$ cat src/rtl/toggle_counter_ctrl_pkg.sv
// toggle_counter_ctrl_pkg: shared FSM state encoding and default count width
package toggle_counter_ctrl_pkg;
  localparam int WIDTH_DEF = 8;
  typedef enum logic [1:0] {IDLE, RUN, DONE} state_t;
endpackage

$ cat src/rtl/toggle_counter_ctrl_tff_cell.sv
// tff_cell: single T flip-flop with asynchronous active-low clear
module tff_cell (
  input  logic clk,
  input  logic reset_n,
  input  logic t,
  output logic q
);
  always_ff @(posedge clk or negedge reset_n)
    if (!reset_n) q <= 1'b0;
    else q <= q ^ t;
endmodule

$ cat src/rtl/toggle_counter_ctrl.sv
// toggle_counter_ctrl: up/down counter held in a T flip-flop bank, driven only through toggle enables
module toggle_counter_ctrl
  import toggle_counter_ctrl_pkg::*;
#(
  parameter int WIDTH = WIDTH_DEF
) (
  input  logic             clk,
  input  logic             reset_n,
  input  logic             start,
  input  logic             stop,
  input  logic             oneshot,
  input  logic             dir_up,
  input  logic [WIDTH-1:0] load_val,
  output logic [WIDTH-1:0] cnt,
  output logic [WIDTH-1:0] t_vec,
  output logic             busy,
  output logic             done,
  output logic             tc
);
  state_t           state;
  logic             up_q, os_q, go, at_term, stepping;
  logic [WIDTH-1:0] inc_t, dec_t;
  assign go       = start && !stop;
  assign at_term  = up_q ? &cnt : ~|cnt;
  assign stepping = state == RUN && !stop && !(at_term && os_q);
  assign inc_t[0] = 1'b1;
  assign dec_t[0] = 1'b1;
  for (genvar i = 1; i < WIDTH; i++) begin : g_t
    assign inc_t[i] = &cnt[i-1:0];
    assign dec_t[i] = ~|cnt[i-1:0];
  end
  // Loading is a toggle too: flipping the bits that differ lands cnt on load_val.
  assign t_vec = state == IDLE ? (go ? cnt ^ load_val : '0)
               : stepping      ? (up_q ? inc_t : dec_t) : '0;
  for (genvar i = 0; i < WIDTH; i++) begin : g_bank
    tff_cell u_tff (.clk(clk), .reset_n(reset_n), .t(t_vec[i]), .q(cnt[i]));
  end
  assign busy = state == RUN;
  assign done = state == DONE;
  always_ff @(posedge clk or negedge reset_n) begin
    if (!reset_n) begin
      state <= IDLE;
      up_q  <= 1'b1;
      os_q  <= 1'b0;
      tc    <= 1'b0;
    end else begin
      tc <= state == RUN && !stop && at_term && !os_q;
      if (state == IDLE && go) begin
        up_q <= dir_up;
        os_q <= oneshot;
      end
      state <= state == IDLE ? (go ? RUN : IDLE)
             : state == RUN  ? (stop ? IDLE : (at_term && os_q) ? DONE : RUN)
             : IDLE;
    end
  end
endmodule

$ cat config.mk
export PLATFORM = sky130hd
export DESIGN_NAME = toggle_counter_ctrl
export DESIGN_NICKNAME = d
export VERILOG_FILES = /design/src/rtl/toggle_counter_ctrl_pkg.sv /design/src/rtl/toggle_counter_ctrl_tff_cell.sv /design/src/rtl/toggle_counter_ctrl.sv
export SDC_FILE = /design/constraint.sdc
export NUM_CORES = 1
export LEC_CHECK = 0
export ABC_AREA = 1
export BUFFER_PORTS_ARGS = -buffer_cell sky130_fd_sc_hd__buf_2
export CAP_MARGIN = 20
export CORE_UTILIZATION = 49
export CTS_CLUSTER_DIAMETER = 80
export DETAILED_ROUTE_END_ITERATION = 12
export MAX_ROUTING_LAYER = met4
export PLACE_DENSITY = 0.86
export SLEW_MARGIN = 20
export SYNTH_ARGS = -nofsm -noshare
export SYNTH_HDL_FRONTEND = slang
export SYNTH_HIERARCHICAL = 1
export SYNTH_SLANG_ARGS = --single-unit
$ cat constraint.sdc
create_clock -name clk -period 1.7 [get_ports clk]
set_input_delay 0.085 -clock clk [delete_from_list [all_inputs] [get_ports clk]]
set_output_delay 0.085 -clock clk [all_outputs]
set_load 0.05 [all_outputs]
## Word-level counts from Yosys, hierarchy flattened

Cells that the tools add are included.

| operators by class | value |
|---|---|
| equality and inequality tests | 2 |
| muxes and demuxes | 10 |
| bitwise logic cells | 9 |
| reductions and logical operators | 33 |

Operators with widths:

| operator | number |
|---|---|
| $mux 8 | 4 |
| $logic_not 1->1 | 11 |
| $mux 2 | 4 |
| $reduce_and 8->1 | 1 |
| $reduce_or 8->1 | 1 |
| $xor 1x1->1 | 8 |
| $xor 8x8->8 | 1 |
| $logic_and 1x1->1 | 7 |
| $reduce_and 7->1 | 1 |
| $reduce_or 7->1 | 1 |
| $reduce_and 6->1 | 1 |
| $reduce_or 6->1 | 1 |
| $reduce_and 5->1 | 1 |
| $reduce_or 5->1 | 1 |
| $reduce_and 4->1 | 1 |
| $reduce_or 4->1 | 1 |
| $reduce_and 3->1 | 1 |
| $reduce_or 3->1 | 1 |
| $eq 2x1->1 const B | 1 |
| $eq 2x2->1 const B | 1 |
| $logic_not 2->1 | 1 |
| $mux 1 | 2 |
| $reduce_and 2->1 | 1 |
| $reduce_or 2->1 | 1 |

| storage, ports and cells | value |
|---|---|
| flip-flop bits (word level) | 13 |
| input port bits | 14 |
| output and inout bits | 19 |
| word-level logic and storage cells | 66 |

## Longest topological paths before layout

Gate-level depths: netlist of run 1.

| logic depth | value |
|---|---|
| word-level depth | 9 |
| gate-level depth with buffers | 11 |
| gate-level depth less buffers | 10 |

## By module

Netlist of run 1, hierarchy kept.

By module, submodules not included:

| module | instances | cells each | area each (sq um) | seq. area each (sq um) |
|---|---|---|---|---|
| toggle_counter_ctrl | 1 | 95 | 600.6 | 126.4 |
| tff_cell | 8 | 6 | 43.8 | 25.0 |

## Worst setup path before layout of run 1

No wires, ideal clock.

| path | value |
|---|---|
| path kind | register -> register |
| start | reg state[1] |
| end | reg g_bank[0].u_tff.q |
| library setup time | 0.120 ns |
| arrival | 2.301 ns |
| required time | 1.580 ns |
| slack | -0.722 ns |
| cell stages (with the launch flop) | 9 |
| path buffers | 0 |
| period minus slack after synthesis | 2.422 ns |
| cells stage by stage | dfrtp_1 nor2_1 nand2_1 inv_1 nand2_2 o21ai_1 inv_1 nand2_1 nand2_1 |

| between the ends | value |
|---|---|
| cells in the longest elaborated chain, start to end | 6 |
| elaborated cells on any way between the ends | 7 |
| classes of those cells | 1 x eq/ne; 2 x mux; 1 x bitwise; 3 x reduce/logical |

RTL lines:

| element | RTL line | source |
|---|---|---|
| start, declared | toggle_counter_ctrl.sv:20 | `state_t state;` |
| start signal, assigned | toggle_counter_ctrl.sv:52 | `state <= state == IDLE ? (go ? RUN : IDLE)` |
| $eq 2x1->1 | n/a |  |
| net busy | toggle_counter_ctrl.sv:16 | `output logic busy,` |
| $logic_and 1x1->1 (2 in a row) | toggle_counter_ctrl.sv:25 | `assign stepping = state == RUN && !stop && !(at_term && os_q);` |
| $mux 8 | toggle_counter_ctrl.sv:34 | `: stepping ? (up_q ? inc_t : dec_t) : '0;` |
| $mux 8 | toggle_counter_ctrl.sv:33 | `assign t_vec = state == IDLE ? (go ? cnt ^ load_val : '0)` |
| net t_vec[0] | toggle_counter_ctrl.sv:15 | `output logic [WIDTH-1:0] t_vec,` |
| $xor 1x1->1 | toggle_counter_ctrl_tff_cell.sv:10 | `else q <= q ^ t;` |
| end signal, assigned | toggle_counter_ctrl_tff_cell.sv:10 |  |
| end, declared | toggle_counter_ctrl_tff_cell.sv:6 | `output logic q` |

The timed path passes the listed nets, and every way through them passes these cells.
A chain may end at the register's enable or synchronous reset.

## Worst setup path in the final report of run 1

| path | value |
|---|---|
| start | reg up_q |
| end | out t_vec[0] |

| between the ends | value |
|---|---|
| cells in the longest elaborated chain, start to end | 6 |

RTL lines:

| element | RTL line | source |
|---|---|---|
| start, declared | toggle_counter_ctrl.sv:21 | `logic up_q, os_q, go, at_term, stepping;` |
| start signal, assigned | toggle_counter_ctrl.sv:49 | `up_q <= dir_up;` |
| $mux 1 | toggle_counter_ctrl.sv:24 | `assign at_term = up_q ? &cnt : ~\|cnt;` |
| $logic_and 1x1->1 | toggle_counter_ctrl.sv:25 |  |
| $logic_not 1->1 | toggle_counter_ctrl.sv:25 |  |
| $logic_and 1x1->1 | toggle_counter_ctrl.sv:25 |  |
| $mux 8 | toggle_counter_ctrl.sv:34 |  |
| $mux 8 | toggle_counter_ctrl.sv:33 |  |
| end, declared | toggle_counter_ctrl.sv:15 |  |

Every way passes these cells.

==> results of run 1 <==
repair_timing:
item                       4_1_cts  5_1_grt
setup endpoints to repair        8        8
buffers inserted                 4        2
gates cloned                     1        0
resized for setup               28       10
hold buffers                     1        0
hold endpoints to repair        13        0
pin swaps                        5        8
worst max-delay path: stages (launching register included):
cell and delay (ps):
dfstp_2 570, buf_4 160, nand2_4 70, nand2_4 110, nand3_4 140, nand2_4 120, o21ai_4 70, buf_8 150
synth_stat cells (2+ instances only):
master   number
nand2_2       3
a21oi_1       4
inv_1        23
nand3_2       2
nand2_1      53
o21ai_0       2
xor2_1        8
nand3_1       9
nor2_1       12
nand2_4       2
dfrtp_1      12
metrics by stage:
stage / TNS [ps] / setup slack (ps)
floorplan: 0 / 24.4
global placement: 0 / 128
detailed placement: 0 / 68.3
CTS: -1.05 / -1.05
global route: -798 / -119
finish: -331 / -57.5
state kept, by name, summed over array words and instances, names as in the netlist:
name and flops:
g_bank.u_tff/q 8, os_q 1, state 2, tc 1
up_q 1
power breakdown:
part	switching, mW	total, mW	internal, mW
combinational	1.01	1.48	0.474
sequential	0.221	0.659	0.438
clock	0.104	0.195	0.0909
layer usage:
layer / vias up / wire [um] / GRT usage (%)
met3: 8 / 154 / 5.10
met1: 518 / 1060 / 30.7
met4: 0 / 50 / 7.06
met5: - / 0 / -
li1: 521 / - / -
met2: 54 / 1280 / 44.8
area by class of cell:
| class | instances | area [um^2] | share of cell area [%] |
|---|---|---|---|
| clock buffer | 4 | 26.3 | 1.87 |
| sequential | 13 | 337 | 24.0 |
| tap | 25 | 31.3 | 2.23 |
| timing repair buffer | 39 | 273 | 19.4 |
| inverter | 25 | 98.8 | 7.04 |
| multi-input combinational | 105 | 638 | 45.5 |
worst paths after layout:
check                                    end  slack [ps]  cells after the start
min                                     os_q           9                      3
min in group asynchronous           state[1]         210                      2
max                                 t_vec[0]         -60                      7
max reg2reg                g_bank[2].u_tff/q         120                      9
min reg2reg                g_bank[7].u_tff/q         560                      2
max in group asynchronous               up_q        1210                      2
kinds of logic (layout without fill, tap and decap cells):
logic type | after synthesis | after routing | share of synthesized area [%]
simple gates | 87 | 88 | 42.4
buf+inv | 26 | 68 | 10.7
flops | 13 | 13 | 34.3
xor+xnor | 9 | 9 | 8.29
compound gates | 8 | 8 | 4.34
==> reports/metrics.yaml, run 1 <==
outcome: "finished with violations"
violations: "negative setup slack"
syn_inst: 143
grt_pass1_wl_um: 3860
cellLeakagePower_nw: 0.724
numCtsBuffers: 3
cts_tree: "built"
rows: 15
dieHeight_um: 46.1
period_share_pct: 103
cts_max_level: 1
synth.yosys.seq_area_share_pct: 34.3
gp_congestion: 0.853
syn_to_final_growth_pct: 47.6
grt_use_total_pct: 26.1
ys_seq_elements: 13
tightest_slew_ps: 301
grt_max_degree: 14
setup_slack_ps: -57.5
num_vias: 1101
r2r_start: "up_q"
whs_ps: 8.55
dr.pass1.iters: 4
port_buffers: 32
dieArea_mm2: 0.00212
fin_worst_skew_ps: 7.83
insertion_delay_ps: 280
yosysTopAreaCellShare_pct: 31.6
fillers: 118
root_buffer: "clkbuf_4"
mostFrequentLayoutCells: "nand2_1, buf_2, inv_1"
fin_cells: 211
place_area_mm2: 0.00117
grt_pass1_vias: 974
totalWireLength_um: 2550
max_cap_viol_count: 0
synth_ff_type: "dfrtp_1"
initial_core_util_pct: 53.9
cp-end-kind: "primary output"
min_from: "oneshot"
irDropWorstVdd_mv: 1.16
place_inst: 199
critPathKind: "flip-flop to primary output"
drc: 0
finalPower_mw: 2.33
drive_gt1_share_pct: 45.7
avgViaCountPerCell: 5.22
cp-start-kind: "flip-flop"
crit_fanout: 7
power_density_mw_per_mm2: 1660
crit_start: "up_q"
yosys.area.top_type: "dfrtp_1"
final_common_cell: "nand2_1"
syn_area_per_cell_um2: 6.65
drtIter0Drc: 32
synth_enable_flop_cells: 0
synthArstFlopShare_pct: 100
n_antenna_cell: 0
clk_pin_slew_ps: 90
hold_path.class: "input pin to flip-flop"
avgRoutedWirePerCell_um: 12.1
cts.sinks: 13
finalMaxSlewViolations: 0
rsz0062_at_grt: "yes"
hold_violations: 0
yosysUniqueCellTypes: 24
grt_overflow: 0
core_mm2: 0.00176
dp_hpwl_um: 1660
setup_viol: 8
final.min_clock_period_ps: 1760
antenna_found_initial: 0
antenna_left: 0
crit_arrival_ps: 1670
timing.slew.headroom_pct: 79.9
critPathRequiredTime_ps: 1620
pin_count: 33
fin_nets: 201
syn_nets: 157
synth_area_leaders: "dfrtp_1, nand2_1, inv_1, xor2_1, nand3_1"
final_util_pct: 79.6
stdcell_area_mm2: 0.00140
yosys_warnings: 6
die_w_um: 46.1
cts.path.max_buffers: 2
synth.cell_area_um2: 951
max_freq_mhz: 569
Power figures use the tool's default switching activity.
==> run 2, diff against run 1 <==
ABC_AREA = default   (was 1)
CORE_UTILIZATION = 46   (was 49)
PLACE_DENSITY = 0.85   (was 0.86)
==> run 2 against run 1 <==
Net effect:
- the flow finishes with violations (design-rule violations, negative setup slack)
- design area down 2.2%
- routed wire length shrank 7.9%
- count of clock-buffer cells in the layout unchanged
- critical path depth down 1
- worst setup slack lost 250 ps
- cell count decreased by 25%
- total power rose by 5.3%
- non-clock buffer count is 21 higher
- combinational power grew 12%
- sequential power down 9.4%
- synthesized cell count decreased by 44%
- critical endpoint is now t_vec[3]
==> reports/metrics.yaml, run 2 <==
outcome: "finished with violations"
violations: "design-rule violations, negative setup slack"
dieArea_mm2: 0.00195  # -8.2%
dieHeight_um: 44.1  # -4.2%
root_buffer: "clkbuf_4"
reg_top3: "g_bank.u_tff/q (8), state (2)"
r2r_start: "up_q"
setup_viol: 16  # +8
path_buf_inv: 2  # unchanged
ys_seq_elements: 13  # unchanged
largest_reg_flops: 8  # unchanged
grt_use_total_pct: 29.9  # +3.9 points
yosys.area.top_type: "dfrtp_1"
multi_input_area_um2: 553  # -13%
avgRoutedWirePerCell_um: 14.8  # +23%
die_w_um: 44.1  # -4.2%
cts.path.max_buffers: 2  # unchanged
finalPower_mw: 2.46  # +5.3%
n_antenna_cell: 0  # unchanged
cp-end-kind: "primary output"
antenna_left: 0  # unchanged
cp-start-kind: "flip-flop"
synthArstFlopShare_pct: 100  # unchanged
power_density_mw_per_mm2: 1790  # +7.6%
min_from: "dir_up"
rsz0062_at_grt: "yes"
pin_count: 33  # unchanged
final_util_pct: 87.1  # +7.5 points
internal-power_mw: 1.16  # +15%
power_frac_seq_pct: 24.3  # -3.9 points
irDropWorstVdd_mv: 1.46  # +26%
synth_enable_flop_cells: 0  # unchanged
antenna_found_initial: 0  # unchanged
hold_violations: 0  # unchanged
path_cells: "nand3_4, o2bb2a_4, o31ai_4, buf_6, o31ai_4, buf_6"
timing.slew.headroom_pct: 79.5  # -0.36 points
critPathKind: "flip-flop to primary output"
avgViaCountPerCell: 5.39  # +3.2%
yosys_warnings: 6  # unchanged
grt_overflow: 0  # unchanged
dp_hpwl_um: 1620  # -2.7%
pwr-share-clk_pct: 8.0  # -0.4 points
finalMaxSlewViolations: 0  # unchanged
whs_ps: 45.4  # +36.8 ps
synth_commonest_cells: "xor2_1, dfrtp_1, nand2_1"
dr.pass1.iters: 10  # +6
drive_gt1_share_pct: 64.1  # +18 points
drc: 2  # +2
num_vias: 851  # -23%
place_ws_ps: -78.6  # -147 ps
rows: 14  # -1
syn_nets: 94  # -40%
mostFrequentLayoutCells: "buf_4, buf_2, xor2_1"
initial_core_util_pct: 51.7  # -2.2 points
syn_to_final_growth_pct: 68.3
fin_worst_skew_ps: 0.647  # -7.19 ps
fillers: 89  # -25%
clk_pin_slew_ps: 80  # about the same
synth_area_leaders: "dfrtp_1, xor2_1, nand2_1, dfstp_2, nor4b_1"
final.min_clock_period_ps: 2010  # +250 ps
synth.yosys.seq_area_share_pct: 40.0  # +5.7 points
crit_arrival_ps: 1920  # +250 ps
core_mm2: 0.00158  # -11%
fin_nets: 157  # -22%
syn_area_per_cell_um2: 10.2  # +53%
grt_pass1_wl_um: 3940  # +2.1%
seqCellArea_um2: 337  # unchanged
totalWireLength_um: 2340  # -7.9%
worstHoldEndpoint: "up_q"
holdPathStages: 2  # -1
grt_max_degree: 14  # unchanged
r2r_cells: 7  # -2
top_register: "g_bank.u_tff/q"
drtIter0Drc: 15  # -53%
cts_max_level: 1  # unchanged
hold_path.class: "input pin to flip-flop"
cts_tree: "built"
cp_slowest_cell: "dfstp_2"
tightest_slew_ps: 307  # +5.39 ps
setup_slack_ps: -307  # -250 ps
rrSetupSlack_ps: -170  # -290 ps
max_freq_mhz: 498  # -12%
gp_congestion: 0.809  # -5.1%
yosysTopAreaCellShare_pct: 36.8  # +5.2 points
crit_fanout: 6  # -1
port_buffers: 32  # unchanged
syn_inst: 80  # -44%
power_frac_comb_pct: 67.7  # +4.3 points
grt_pass1_vias: 926  # -4.9%
cp_slowest_stage_delay_ps: 630  # +60 ps
p_switching_mw: 1.30  # -2.3%
max_cap_viol_count: 0  # unchanged
numCtsBuffers: 3  # unchanged
crit_family: "flip-flops"
cellLeakagePower_nw: 0.645  # -11%
insertion_delay_ps: 280  # about the same
sw_frac_of_total_pct: 52.9  # -4.1 points
cts.sinks: 13  # unchanged
yosysUniqueCellTypes: 29  # +21%
critPathRequiredTime_ps: 1620  # about the same
synth.cell_area_um2: 816  # -14%
yosysMostFrequentCell: "xor2_1"
period_share_pct: 118  # +15 points
synth_ff_type: "dfrtp_1"
r2r_end: "g_bank[3].u_tff/q"
-- run 2: cell types whose count changed in the layout (fill, tap and decap cells not counted), sizes merged, moves of 3 or more --
cell	before	now
nand2	58	12
inv	25	1
buf	38	58
nand3	13	2
xor2	8	19
nor2	14	4
a21oi	4	0
nor4b	0	3
o21ai	3	6
o31ai	0	3
-- run 2: cells by family after synthesis --
family	Yosys count	share of synthesized area, %
flops	13	40.0
xor+xnor	19	20.4
compound gates	13	15.0
simple gates	31	20.7
mux	1	1.38
buf+inv	3	2.45
-- run 2: how the worst max path moves through the flow --
| stage | slack [ps] | cells past startpoint | to | start |
|---|---|---|---|---|
| 2_1_floorplan | -540 | 6 | g_bank[0].u_tff/q | up_q |
| 3_3_place_gp | -40 | 6 | t_vec[3] | up_q |
| 3_5_place_dp | -80 | 6 | t_vec[3] | up_q |
| 4_1_cts | -300 | 6 | t_vec[6] | up_q |
| 5_1_grt | -370 | 6 | t_vec[4] | up_q |
| 6_report | -310 | 6 | t_vec[3] | up_q |
-- run 2: power by group through the flow --
| stage | logic [mW] | registers [mW] | clock network, mW |
|---|---|---|---|
| after global routing | 1.75 | 0.617 | 0.221 |
| after detailed placement | 1.50 | 0.584 | 0 |
| final | 1.66 | 0.597 | 0.197 |
| after global placement | 1.46 | 0.571 | 0 |
| after CTS | 1.60 | 0.581 | 0.200 |
| after floorplan | 0.617 | 0.995 | 0 |
-- run 2: area by class of cell --
type                    count  area share, %
repair buffers             60           31.5
flip-flops and latches     13           24.5
clock buffers               4           1.91
well taps                  16           1.46
multi-input cells          64           40.3
inverters                   1          0.273
-- run 2: what timing repair did --
| action | 4_1_cts | 5_1_grt |
|---|---|---|
| gates resized for setup | 16 | 6 |
| hold buffers | 2 | 0 |
| pin swaps | 4 | 2 |
| endpoints found under the setup margin | 14 | 18 |
| hold endpoints to repair | 14 | 0 |
| buffers inserted | 6 | 2 |
-- run 2: metal layers --
metal | share of wire, % | GRT usage [%] | vias to the layer above
li1 | - | - | 403
met2 | 56 | 55.6 | 37
met4 | 2.6 | 14.5 | 0
met3 | 5.5 | 8.98 | 8
met5 | 0 | - | -
met1 | 36 | 27.2 | 403
-- run 2: per-stage QoR --
stage               TNS, ps  std cells  area, um^2
finish                -2920        158        1370
global route          -3810        158        1370
floorplan             -5870         80         882
CTS                   -2540        156        1330
detailed placement     -359        144        1190
global placement      -68.8        144        1190
==> run 3, diff against run 2 <==
==> constraint.sdc (replaced) <==
create_clock -name clk -period 1.7 [get_ports clk]
set_input_delay 0.17 -clock clk [delete_from_list [all_inputs] [get_ports clk]]
set_output_delay 0.17 -clock clk [all_outputs]
set_load 0.05 [all_outputs]
==> run 3 against run 2 <==
Net effect:
- the run still ends with design-rule violations, negative setup slack left
- cell count up 0.63%
- core utilization up 4.6 points
- largest cell class unchanged
- largest power group unchanged
- register-to-register slack better by 30 ps
- fmax down 5.1%
- count of clock-buffer cells in the layout unchanged
- sequential cell count unchanged
- critical path depth down 1
- worst hold slack better by 100 ps
- critical endpoint is now t_vec[6]
- total power up 6.3%
- clock power about the same
- clock skew up 13 ps
- combinational power up 10%
==> reports/metrics.yaml, run 3 (synthesized netlist as in run 2, its figures left out) <==
cts.sinks: 13  # unchanged
setup_viol: 16  # unchanged
core_mm2: 0.00158  # unchanged
critPathKind: "flip-flop to primary output"
final_util_pct: 91.7  # +4.6 points
grt_overflow: 0  # unchanged
antenna_found_initial: 0  # unchanged
mostFrequentLayoutCells: "buf_2, buf_4, xor2_1"
tightest_slew_ps: 338  # +31.2 ps
rsz0062_at_grt: "yes"
totalWireLength_um: 2870  # +23%
final_common_cell: "buf_2"
dp_hpwl_um: 1520  # -6.3%
fin_worst_skew_ps: 13.8  # +13.1 ps
rows: 14  # unchanged
avgViaCountPerCell: 5.71  # +6.0%
timing.slew.headroom_pct: 77.5  # -2.1 points
drive_gt1_share_pct: 65.0  # +0.95 points
violations: "design-rule violations, negative setup slack"
numCtsBuffers: 3  # unchanged
grt_pass1_wl_um: 4040  # +2.6%
fin_nets: 158  # +0.64%
cts.path.max_buffers: 2  # unchanged
period_share_pct: 124  # +6.3 points
port_buffers: 32  # unchanged
fillers: 63  # -29%
root_buffer: "clkbuf_4"
top_register: "g_bank.u_tff/q"
dr.pass1.iters: 8  # -2
drc: 4  # +2
syn_to_final_growth_pct: 77.1
setup_slack_ps: -414  # -107 ps
max_freq_mhz: 473  # -5.1%
clk_pin_slew_ps: 80  # about the same
hold_violations: 0  # unchanged
place_ws_ps: -129  # -50.8 ps
avgRoutedWirePerCell_um: 18.1  # +22%
crit_fanout: 3  # -3
dieHeight_um: 44.1  # unchanged
initial_core_util_pct: 51.7  # unchanged
outcome: "finished with violations"
cts_max_level: 1  # unchanged
largest_reg_flops: 8  # unchanged
num_vias: 908  # +6.7%
grt_pass1_vias: 940  # +1.5%
die_w_um: 44.1  # unchanged
crit_arrival_ps: 1940  # +20 ps
antenna_left: 0  # unchanged
finalMaxSlewViolations: 0  # unchanged
grt_use_total_pct: 30.2  # +0.31 points
final.min_clock_period_ps: 2110  # +107 ps
max_cap_viol_count: 0  # unchanged
pin_count: 33  # unchanged
cts_tree: "built"
gp_congestion: 0.756  # -6.6%
drtIter0Drc: 41  # +26
reg_top3: "g_bank.u_tff/q (8), state (2)"
dieArea_mm2: 0.00195  # unchanged
critPathRequiredTime_ps: 1530  # -90 ps
hold_path.class: "input pin to flip-flop"
n_antenna_cell: 0  # unchanged
irDropWorstVdd_mv: 1.43  # -2.1%
cp-start-kind: "flip-flop"
tns_ps: -3540  # -616 ps
power_density_mw_per_mm2: 1810  # +0.97%
cellLeakagePower_nw: 0.673  # +4.3%
insertion_delay_ps: 280  # about the same
grt_max_degree: 14  # unchanged
cp-end-kind: "primary output"
[run 3: path summary, 6_finish.rpt]
check	cells past startpoint	to	slack, ps	startpoint
max in group asynchronous	2	up_q	1070	reset_n
worst max register to register	7	g_bank[6].u_tff/q	-140	up_q
worst min register to register	1	tc	480	os_q
worst min-delay path	2	up_q	150	dir_up
worst max-delay path	5	t_vec[6]	-410	g_bank[0].u_tff/q
min in group asynchronous	2	g_bank[4].u_tff/q	320	reset_n
[run 3: cell type report]
type / instances / area, um^2 / share of cell area, %
timing repair buffer: 61 / 458 / 31.7
clock buffer: 4 / 26.3 / 1.82
sequential: 13 / 337 / 23.3
inverter: 1 / 3.75 / 0.260
multi-input combinational: 64 / 601 / 41.6
tap: 16 / 20.0 / 1.39
[run 3: per-stage QoR]
step | cells | power (mW) | area (um^2) | hold slack [ps]
6_report | 159 | 2.61 | 1450 | 147
5_1_grt | 159 | 2.73 | 1450 | 139
4_1_cts | 158 | 2.49 | 1400 | 78.3
3_5_place_dp | 148 | 2.13 | 1230 | 79.8
3_3_place_gp | 148 | 2.09 | 1230 | 69.7
2_1_floorplan | 80 | 1.61 | 882 | -126
[run 3: per-layer routing]
layer  track usage (%)  routed length (um)  vias up
met2              57.6                1520       54
li1                  -                   -      401
met5                 -                   0        -
met1              27.1                1060      438
met4              20.0                 112        0
met3              4.08                 182       15
[run 3: worst max-delay path, cell delays in order, from the launching register on]
cell and delay, ps:
dfrtp_2 420, or3_2 490, nor3_2 210, a22oi_1 170, o21ai_4 210, buf_6 180
[run 3: report_power, final]
part	switching [mW]	total, mW	internal (mW)
registers	0.130	0.577	0.448
clock network	0.107	0.198	0.0909
logic	1.15	1.83	0.689
total	1.38	2.61	1.23
[run 3: what timing repair did]
action                                 CTS  global route
resized for setup                       25             5
setup endpoints to repair               16            16
setup buffers                            5             1
endpoints found under the hold margin   12             0
hold buffers                             1             0
pin swaps                                8            13
